<file path="src/rtl/div32_seq.sv">
// rtl/div32_seq.sv - sequential signed non-restoring divider, one iteration per clock
module div32_seq #(
   parameter int WIDTH = 32
) (
   input  logic               clock,
   input  logic               clear,
   input  logic               start,
   input  logic [WIDTH-1:0]   dividend,
   input  logic [WIDTH-1:0]   divisor,
   output logic               busy,
   output logic               done,
   output logic               div_zero,
   output logic [WIDTH-1:0]   quotient,
   output logic [WIDTH-1:0]   remainder,
   output logic [2*WIDTH-1:0] P
);

   localparam int CW = $clog2(WIDTH);

   typedef enum logic [1:0] {S_IDLE, S_ITER, S_FIX, S_DONE} state_t;

   state_t           state_q;
   logic [WIDTH:0]   a_q;        // partial remainder, sign in the top bit
   logic [WIDTH-1:0] q_q;        // dividend magnitude shifting out, quotient bits shifting in
   logic [WIDTH-1:0] m_q;        // divisor magnitude
   logic [WIDTH-1:0] dvd_q;      // dividend as presented, returned on divide by zero
   logic             sign_q_q;
   logic             sign_r_q;
   logic             dz_q;
   logic [CW-1:0]    count_q;
   logic             busy_q;
   logic             done_q;
   logic             div_zero_q;
   logic [WIDTH-1:0] quot_q;
   logic [WIDTH-1:0] rem_q;

   logic [WIDTH:0]   a_sh;
   logic [WIDTH:0]   a_d;
   logic [WIDTH-1:0] q_d;
   logic [WIDTH:0]   a_fix;
   logic [WIDTH-1:0] quot_fix;
   logic [WIDTH-1:0] rem_fix;
   logic [WIDTH-1:0] abs_dvd;
   logic [WIDTH-1:0] abs_dvs;

   // Operand magnitudes; -(2^31) maps onto itself, which is the correct unsigned magnitude.
   always_comb begin
      abs_dvd = dividend[WIDTH-1] ? -dividend : dividend;
      abs_dvs = divisor[WIDTH-1]  ? -divisor  : divisor;
   end

   // One non-restoring step: add or subtract the divisor based on the pre-shift sign of A.
   always_comb begin
      a_sh = {a_q[WIDTH-1:0], q_q[WIDTH-1]};
      if (!a_q[WIDTH]) begin
         a_d = a_sh - {1'b0, m_q};
      end else begin
         a_d = a_sh + {1'b0, m_q};
      end
      q_d = {q_q[WIDTH-2:0], ~a_d[WIDTH]};
   end

   // Final correction of a negative partial remainder and sign restoration of both results.
   always_comb begin
      a_fix    = a_q[WIDTH] ? (a_q + {1'b0, m_q}) : a_q;
      quot_fix = sign_q_q ? -q_q : q_q;
      rem_fix  = sign_r_q ? -a_fix[WIDTH-1:0] : a_fix[WIDTH-1:0];
   end

   // Control FSM and all datapath registers; clear discards any in-flight operation.
   always_ff @(posedge clock) begin
      if (clear) begin
         state_q    <= S_IDLE;
         a_q        <= '0;
         q_q        <= '0;
         m_q        <= '0;
         dvd_q      <= '0;
         sign_q_q   <= 1'b0;
         sign_r_q   <= 1'b0;
         dz_q       <= 1'b0;
         count_q    <= '0;
         busy_q     <= 1'b0;
         done_q     <= 1'b0;
         div_zero_q <= 1'b0;
         quot_q     <= '0;
         rem_q      <= '0;
      end else begin
         case (state_q)
            S_IDLE, S_DONE: begin
               done_q <= 1'b0;
               if (start) begin
                  q_q      <= abs_dvd;
                  m_q      <= abs_dvs;
                  dvd_q    <= dividend;
                  a_q      <= '0;
                  count_q  <= '0;
                  sign_q_q <= dividend[WIDTH-1] ^ divisor[WIDTH-1];
                  sign_r_q <= dividend[WIDTH-1];
                  dz_q     <= (divisor == '0);
                  busy_q   <= 1'b1;
                  state_q  <= S_ITER;
               end else begin
                  state_q  <= S_IDLE;
               end
            end
            S_ITER: begin
               a_q     <= a_d;
               q_q     <= q_d;
               count_q <= count_q + CW'(1);
               if (count_q == CW'(WIDTH - 1)) begin
                  state_q <= S_FIX;
               end
            end
            S_FIX: begin
               a_q        <= a_fix;
               div_zero_q <= dz_q;
               if (dz_q) begin
                  quot_q <= '1;
                  rem_q  <= dvd_q;
               end else begin
                  quot_q <= quot_fix;
                  rem_q  <= rem_fix;
               end
               busy_q  <= 1'b0;
               done_q  <= 1'b1;
               state_q <= S_DONE;
            end
            default: begin
               state_q <= S_IDLE;
               busy_q  <= 1'b0;
               done_q  <= 1'b0;
            end
         endcase
      end
   end

   assign busy      = busy_q;
   assign done      = done_q;
   assign div_zero  = div_zero_q;
   assign quotient  = quot_q;
   assign remainder = rem_q;
   assign P         = {rem_q, quot_q};

endmodule

</file>
<file path="config.mk">
export PLATFORM = sky130hd
export DESIGN_NAME = div32_seq
export DESIGN_NICKNAME = d
export VERILOG_FILES = /design/src/rtl/div32_seq.sv
export SDC_FILE = /design/constraint.sdc
export NUM_CORES = 1
export LEC_CHECK = 0
export CAP_MARGIN = 20
export CORE_UTILIZATION = 50
export CTS_CLUSTER_SIZE = 10
export DETAILED_ROUTE_END_ITERATION = 10
export PLACE_DENSITY = 0.82
export RECOVER_POWER = 50
export SYNTH_ARGS = -nofsm -noshare
export SYNTH_HDL_FRONTEND = slang
export SYNTH_SLANG_ARGS = --single-unit
</file>
<file path="constraint.sdc">
create_clock -name clock -period 13.2 [get_ports clock]
set_input_delay 1.32 -clock clock [delete_from_list [all_inputs] [get_ports clock]]
set_output_delay 1.32 -clock clock [all_outputs]
set_load 0.03 [all_outputs]
</file>
== After elaboration in Yosys (flattened, before gate mapping) ==
Index checks and enable logic that the tools add are counted.
W data, S select, Z words.

* Word-level logic and storage cells: 58
* Flip-flop bits (word level): 206
* Output and inout bits: 131
* Input bits: 67

* Equality and inequality tests: 6
* Bitwise logic cells: 2
* Multiplexer cells: 20
* Reductions and logical operators: 8
* Add/sub/neg operators: 8

{| class="wikitable"
|+ Operator list
! operator !! count
|-
| $mux W32 || 7
|-
| $neg A32 Y32 || 4
|-
| $mux W33 || 3
|-
| $pmux W33 S3 || 1
|-
| $add A33 B32 Y33 || 2
|-
| $pmux W32 S2 || 1
|-
| $sub A33 B32 Y33 || 1
|-
| $logic_not A32 Y1 || 1
|-
| $pmux W5 S2 || 1
|-
| $pmux W2 S3 || 1
|-
| $reduce_and A2 Y1 || 3
|-
| $add A5 B1 Y5 const B || 1
|-
| $eq A5 B5 Y1 const B || 1
|-
| $mux W5 || 1
|-
| $eq A2 B2 Y1 const B || 2
|-
| $ne A2 B2 Y1 const B || 2
|-
| $pmux W1 S2 || 2
|-
| $reduce_bool A2 Y1 || 2
|-
| $eq A2 B1 Y1 const B || 1
|-
| $logic_not A2 Y1 || 1
|-
| $mux W1 || 2
|-
| $mux W2 || 1
|-
| $reduce_or A2 Y1 || 1
|-
| $not A1 Y1 || 1
|-
| $xor A1 B1 Y1 || 1
|}

== Logic depth before layout (Yosys ltp) ==
Gate-level depths: netlist (run 1).

* Depth after elaboration: 5
* Mapped depth: 23

== Least setup slack after synthesis (run 1) ==
OpenSTA, ideal clock, no wires.

* Path kind: register -> register
* Start point: register a_q[32]
* End point: register a_q[32]
* Clock period less this slack: 5.881 ns
* Data required time: 13.105 ns
* Arrival: 5.786 ns
* Stages on the path, launching flop included: 23
* Library setup time: 0.095 ns
* Path buffers: 9
* Path slack: 7.319 ns
* Cells stage by stage: dfxtp_1 clkbuf_1 clkbuf_1 buf_1 clkbuf_1 clkbuf_1 buf_1 clkbuf_1 clkbuf_1 a21oi_1 xor2_1 ha_1 clkbuf_1 and3_1 and4_1 and4_1 a2111oi_0 nor3_1 a2111oi_0 o31ai_1 or3_1 a31o_2 a221oi_1

* Longest elaborated chain between the ends: 3
* Elaborated cells between the ends (all ways): 4
* Classes of those cells: 1 x add/sub; 3 x mux

{| class="wikitable"
|+ RTL lines
! what !! RTL line !! source
|-
| start: declaration || 23 || <nowiki>logic [WIDTH:0] a_q;</nowiki>
|-
| start signal: assignment || 115 || <nowiki>a_q <= a_fix;</nowiki>
|-
| $add A33 B32 Y33 || 65 || <nowiki>a_fix = a_q[WIDTH] ? (a_q + {1'b0, m_q}) : a_q;</nowiki>
|-
| $mux W33 || 65 ||
|-
| $pmux W33 S3 (*) || 88 || <nowiki>case (state_q)</nowiki>
|}

Every way passes the cells marked *; elsewhere a longest branch is shown, timed or not.
A chain may end at the register's enable or synchronous reset.

==> results of run 1 <==
-- worst paths after layout --
| path | from | to | slack (ns) | cells past startpoint |
|---|---|---|---|---|
| worst min register to register | dvd_q[20] | dvd_q[20] | 0.46 | 2 |
| worst min-delay path | dvd_q[20] | dvd_q[20] | 0.46 | 2 |
| worst max-delay path | clear | a_q[13] | 5.08 | 4 |
| worst max register to register | state_q[0] | quotient[21] | 7.64 | 6 |
-- cell usage after synthesis, types with 35 or more instances --
master | number | area share [%]
nand2_1 | 271 | 6.6
dfxtp_1 | 205 | 27
nor2_1 | 200 | 4.9
a21oi_1 | 163 | 5.3
xor2_1 | 130 | 7.4
o21ai_0 | 116 | 3.8
clkbuf_1 | 111 | 2.7
a211oi_1 | 89 | 4.3
ha_1 | 74 | 6.0
buf_4 | 64 | 3.1
xnor2_1 | 49 | 2.8
o31ai_1 | 43 | 2.1
inv_1 | 35 | 0.85
-- registers in the layout, summed over array words and instances, names as in the netlist --
name,count
a_q,33
dvd_q,32
m_q,32
q_q,32
quotient,32
remainder,32
count_q,5
state_q,2
busy,1
div_zero,1
done,1
dz_q,1
sign_q_q,1
-- cells in the final DEF, fill, tap and decap left out, types with 13 or more instances in the layout --
cell,instances
nor3_1,34
nand4_1,17
o31ai_1,43
or4_1,22
a21o_1,32
o211ai_1,20
mux2i_1,21
xor2_1,130
nand2_1,271
clkbuf_16,25
dfxtp_1,203
or2_2,15
ha_1,73
nand2b_1,32
xnor2_1,49
a21oi_1,163
a222oi_1,13
nand3_1,22
inv_1,35
o21ai_0,116
nor2b_1,17
a31oi_1,15
or3_1,24
clkdlybuf4s50_1,124
and3_1,14
nor2_1,199
a211oi_1,89
dlygate4sd3_1,72
-- final cells by class --
cell class                      instances  area [sq um]
Sequential cell                       205          4110
Timing Repair Buffer                  215          2110
Clock buffer                           32           692
Clock inverter                          2          50.0
Tap cell                              390           488
Fill cell                            2750         12200
Inverter                               35           131
Multi-Input combinational cell       1606         10200
-- layer usage --
layer	vias to the layer above	global-route usage [%]
met2	607	44.0
met3	88	3.66
met4	0	10.5
met5	-	0
li1	7392	-
met1	6866	36.3
-- critical path, cell delays in order --
cell and delay, ns:
clkbuf_1 3.92, clkbuf_1 2.54, or2_2 0.49, o22ai_1 0.09
-- kinds of logic (layout without fill, tap and decap cells) --
| kind of cell | Yosys count | count (layout) |
|---|---|---|
| adder cells (fa/ha/maj) | 76 | 76 |
| AND/OR/NAND/NOR | 724 | 724 |
| multiplexers | 29 | 29 |
| buffers and inverters | 230 | 284 |
| XOR/XNOR | 179 | 179 |
| AO/OA/AOI/OAI | 598 | 598 |
| flip-flops | 205 | 205 |
-- metrics by stage --
| step | area, sq um | setup WS [ns] | hold WS (ns) |
|---|---|---|---|
| CTS | 17700 | 7.78 | 0.458 |
| global placement | 17000 | 7.88 | 0.440 |
| floorplan | 15400 | 7.32 | 0.431 |
| global route | 17700 | 4.55 | 0.478 |
| finish | 17700 | 5.08 | 0.459 |
| detailed placement | 17000 | 7.78 | 0.450 |
-- where the power goes --
group          internal [mW]  total [mW]  leakage [nW]  switching, mW
clock network          0.382       0.646         0.364          0.264
logic                  0.964        2.52          4.85           1.55
registers              0.809        1.04          1.68          0.228
==> flow_summary.toml, run 1 <==
[outcome]
status = "finished, violations left"
violations = "max-capacitance violations, max-slew violations"

[synth]
synth_edf_count = 0
synth_seq_cells = 205
yosys.area_share.simple_pct = 22.1
synth_top_family_by_area = "compound AO/OA/AOI/OAI gates"
ys_types = 80
syn_avg_cell_area_sq_um = 7.53
yosysSeqAreaShare_pct = 26.7
synth_compound_area_share_pct = 25.5
synth-xor-area-share_pct = 10.2
synth_warnings = 0
synth_flop_cell = "dfxtp_1"
synth_async_sr_flop_share_pct = 0
synth-adder-area-share_pct = 6.28
syn_inst = 2041
muxShareOfSynthArea_pct = 1.95
synth_area_sq_um = 15400
synth_nets = 2184

[timing]
clock_skew_ns = 0.0140
fmax_ghz = 0.123
setup_viol = 0
tightest_slew_ns = 5.72
slew_headroom_pct = -281
post-route-min-period_ns = 8.12
timing.setup.tns_ns = 0
hold_viol = 0
finalCritPeriodShare_pct = 61.5
rsz0062_at_grt = "false"
maxSlewViolCount = 393

[detailed_routing]
wl_um = 43500
vias = 15000
drc = 0
wl_met1_um = 18900
wl_met2_um = 19400
via_per_inst = 6.02
wl_met3_um = 3590
dr.pass1.iters = 6
drt_first_iter_violations = 1596
wl_per_cell_um = 17.5
postRouteAntennaNets = 0
top_layer = "met4"

[pwr]
finalPower_mw = 4.20
vdd_drop_max_mv = 0.135
p_per_area_nw_per_um2 = 237
p_leak_nw = 6.90

[placed_design]
dp_hpwl_um = 32100
globalplace.congestion = 0.961
port_buffers = 197
place_inst = 2448

[clock_network]
cts_buffer_depth = 3
postCtsSetupRepairBufs = 0
cts_htree_levels = 1
clk_pin_slew_ns = 0.05
cts_sinks = 205
clkLatencyLatePin_ns = 0.55
cts_hold_buf = 0
cts_tree = "done"
ctsResizeCount = 0
cts_buffers = 25
cts-root-buf = "clkbuf_16"

[die]
die_h_um = 177
core_sq_um = 30000
start_util_pct = 51.3
ios = 198
rows = 63
die_area_sq_um = 31400
die_x_um = 177

[global_route]
grt_max_degree = 135
grt_pass1_vias = 13600
overflow = 0
grt_pass1_wl_um = 69300
grt.total_usage_pct = 27.1
antenna_found_initial = 0

[worst_setup_path]
required_ns = 13.49
end_kind = "flop"
timing_worst_setup_path_type = "in -> reg"
cp_max_fo = 134
cp.arrival_ns = 8.41
critPathLaunchType = "input port"

[cells_and_area]
fin_util_pct = 59.2
layout.cells.non_filler = 2485
areaGrowthSynthToFinish_pct = 15.4
layout.nets = 2231
antenna_cells = 0
drive_gt1_share_pct = 4.39

[run]
max_cap_violations = 6

[hold_path]
min_path_type = "reg -> reg"
Power figures use the tool's default switching activity.
==> run 2, diff against run 1 <==
==> constraint.sdc (replaced) <==
create_clock -name clock -period 8 [get_ports clock]
set_input_delay 0.8 -clock clock [delete_from_list [all_inputs] [get_ports clock]]
set_output_delay 0.8 -clock clock [all_outputs]
set_load 0.03 [all_outputs]
==> flow_summary.toml, run 2 (synthesized netlist as in run 1, its figures left out) <==
[cells_and_area]
areaGrowthSynthToFinish_pct = 15.6
layout.cells.non_filler = 2485
final.fill_count = 2712
layout.area.seq_sq_um = 4110
top_register = "a_q"
largest_reg_flops = 33
final_common_cell = "nand2_1"
multi_input_area_sq_um = 10200
final_cell_mix = "nand2_1 (271), dfxtp_1 (203), nor2_1 (199)"
drive_gt1_share_pct = 4.82
layout.nets = 2230

[timing]
maxSlewViolCount = 211
rsz0062_at_grt = "false"
finalCritPeriodShare_pct = 70.9
timing.setup.tns_ns = 0
fmax_ghz = 0.176
post-route-min-period_ns = 5.67
hold_viol = 0
clock_skew_ns = 0.0185
worst_slack_ns = 2.33
setup_viol = 0
tightest_slew_ns = 3.14
slew_headroom_pct = -109

[detailed_routing]
dr.pass1.iters = 7
wl_per_cell_um = 17.4
drc = 0
wl_um = 43400
via_per_inst = 6.07
drt_first_iter_violations = 1412
vias = 15100
postRouteAntennaNets = 0

[placed_design]
place_inst = 2447
port_buffers = 197
dp_hpwl_um = 32200
globalplace.congestion = 0.935
dp_slack_ns = 2.37

[hold_path]
hold_path_depth = 2
min_path_type = "reg -> reg"

[clock_network]
cts_hold_buf = 0
cts_tree = "done"
cts_sinks = 205
postCtsSetupRepairBufs = 0
clkLatencyLatePin_ns = 0.55
cts_htree_levels = 1
ctsResizeCount = 0
cts-root-buf = "clkbuf_16"
cts_buffer_depth = 3
clk_pin_slew_ns = 0.06
cts_buffers = 25

[global_route]
grt_pass1_wl_um = 69500
grt.total_usage_pct = 27.0
grt_max_degree = 138
antenna_found_initial = 1
overflow = 0
grt_pass1_vias = 13500

[outcome]
status = "finished, violations left"
violations = "max-capacitance violations, max-slew violations"

[die]
core_sq_um = 30000
die_x_um = 177
start_util_pct = 51.3
rows = 63
die_h_um = 177
die_area_sq_um = 31400
ios = 198

[pwr]
vdd_drop_max_mv = 0.194
p_per_area_nw_per_um2 = 388
p_leak_nw = 7.04

[worst_setup_path]
required_ns = 8.39
cpMostUsedCell = "or3_1"
reg2reg_depth = 18
critPathLaunchType = "flop"
cp_slowest_stage_delay_ns = 0.60
cp_max_fo = 6
slowest_stage = "a2111oi_0"
end_kind = "flop"
crit_chain = "or3_1 -> or3_1 -> nor3_1 -> and2_1 -> nand2_1 -> o21ai_0 -> xnor2_1 -> ha_1 -> and3_1 -> and4_1 -> and4_1 -> a2111oi_0 -> nor3_1 -> a2111oi_0 -> o31ai_1 -> or3_1 -> a31o_2 -> a221oi_1"
cp.arrival_ns = 6.06
timing_worst_setup_path_type = "reg -> reg"

[run]
max_cap_violations = 2
-- run 2: final timing paths --
| check | slack, ns | startpoint | to |
|---|---|---|---|
| worst min-delay path | 0.46 | dvd_q[22] | dvd_q[22] |
| worst max-delay path | 2.33 | m_q[2] | a_q[32] |
| worst max register to register | 2.33 | m_q[2] | a_q[32] |
| worst min register to register | 0.46 | dvd_q[22] | dvd_q[22] |
-- run 2: report_power, final --
part	switching (mW)	leakage (nW)	internal (mW)
sequential	0.384	1.68	1.33
clock	0.437	0.360	0.607
combinational	2.56	5.00	1.57
-- run 2: metrics by stage --
step                      hold slack [ns]  area, sq um  util [%]  total power [mW]
after floorplan                     0.431        15400         -              4.78
after global placement              0.438        17000      56.7              5.77
after detailed placement            0.447        17000      56.7              5.88
after CTS                           0.459        17700      59.1              6.93
after global routing                0.477        17800      59.3              7.36
final                               0.459        17800      59.3              6.90
-- run 2: critical path, delay by kind of cell, from the launching register on --
family                     cells  cell delay [ns]
and+or+nand+nor               10             2.72
xor gates and xnor gates       1             0.15
AOI/OAI and AO/OA              6             2.01
adders and majority gates      1             0.32
DFF                            1             0.36
-- run 2: final cells by class --
type	count	share of cell area, %
antenna	1	0.0141
clock inverter	2	0.141
multi-input combinational	1606	57.3
timing repair buffer	214	12.0
tap	390	2.75
inverter	35	0.739
clock buffer	32	3.95
sequential	205	23.1
-- run 2: metal layers --
metal	share of wire, %	global-route usage (%)
met3	8.2	3.49
met2	45	44.3
met4	2.6	7.87
met1	44	36.9
met5	0	0
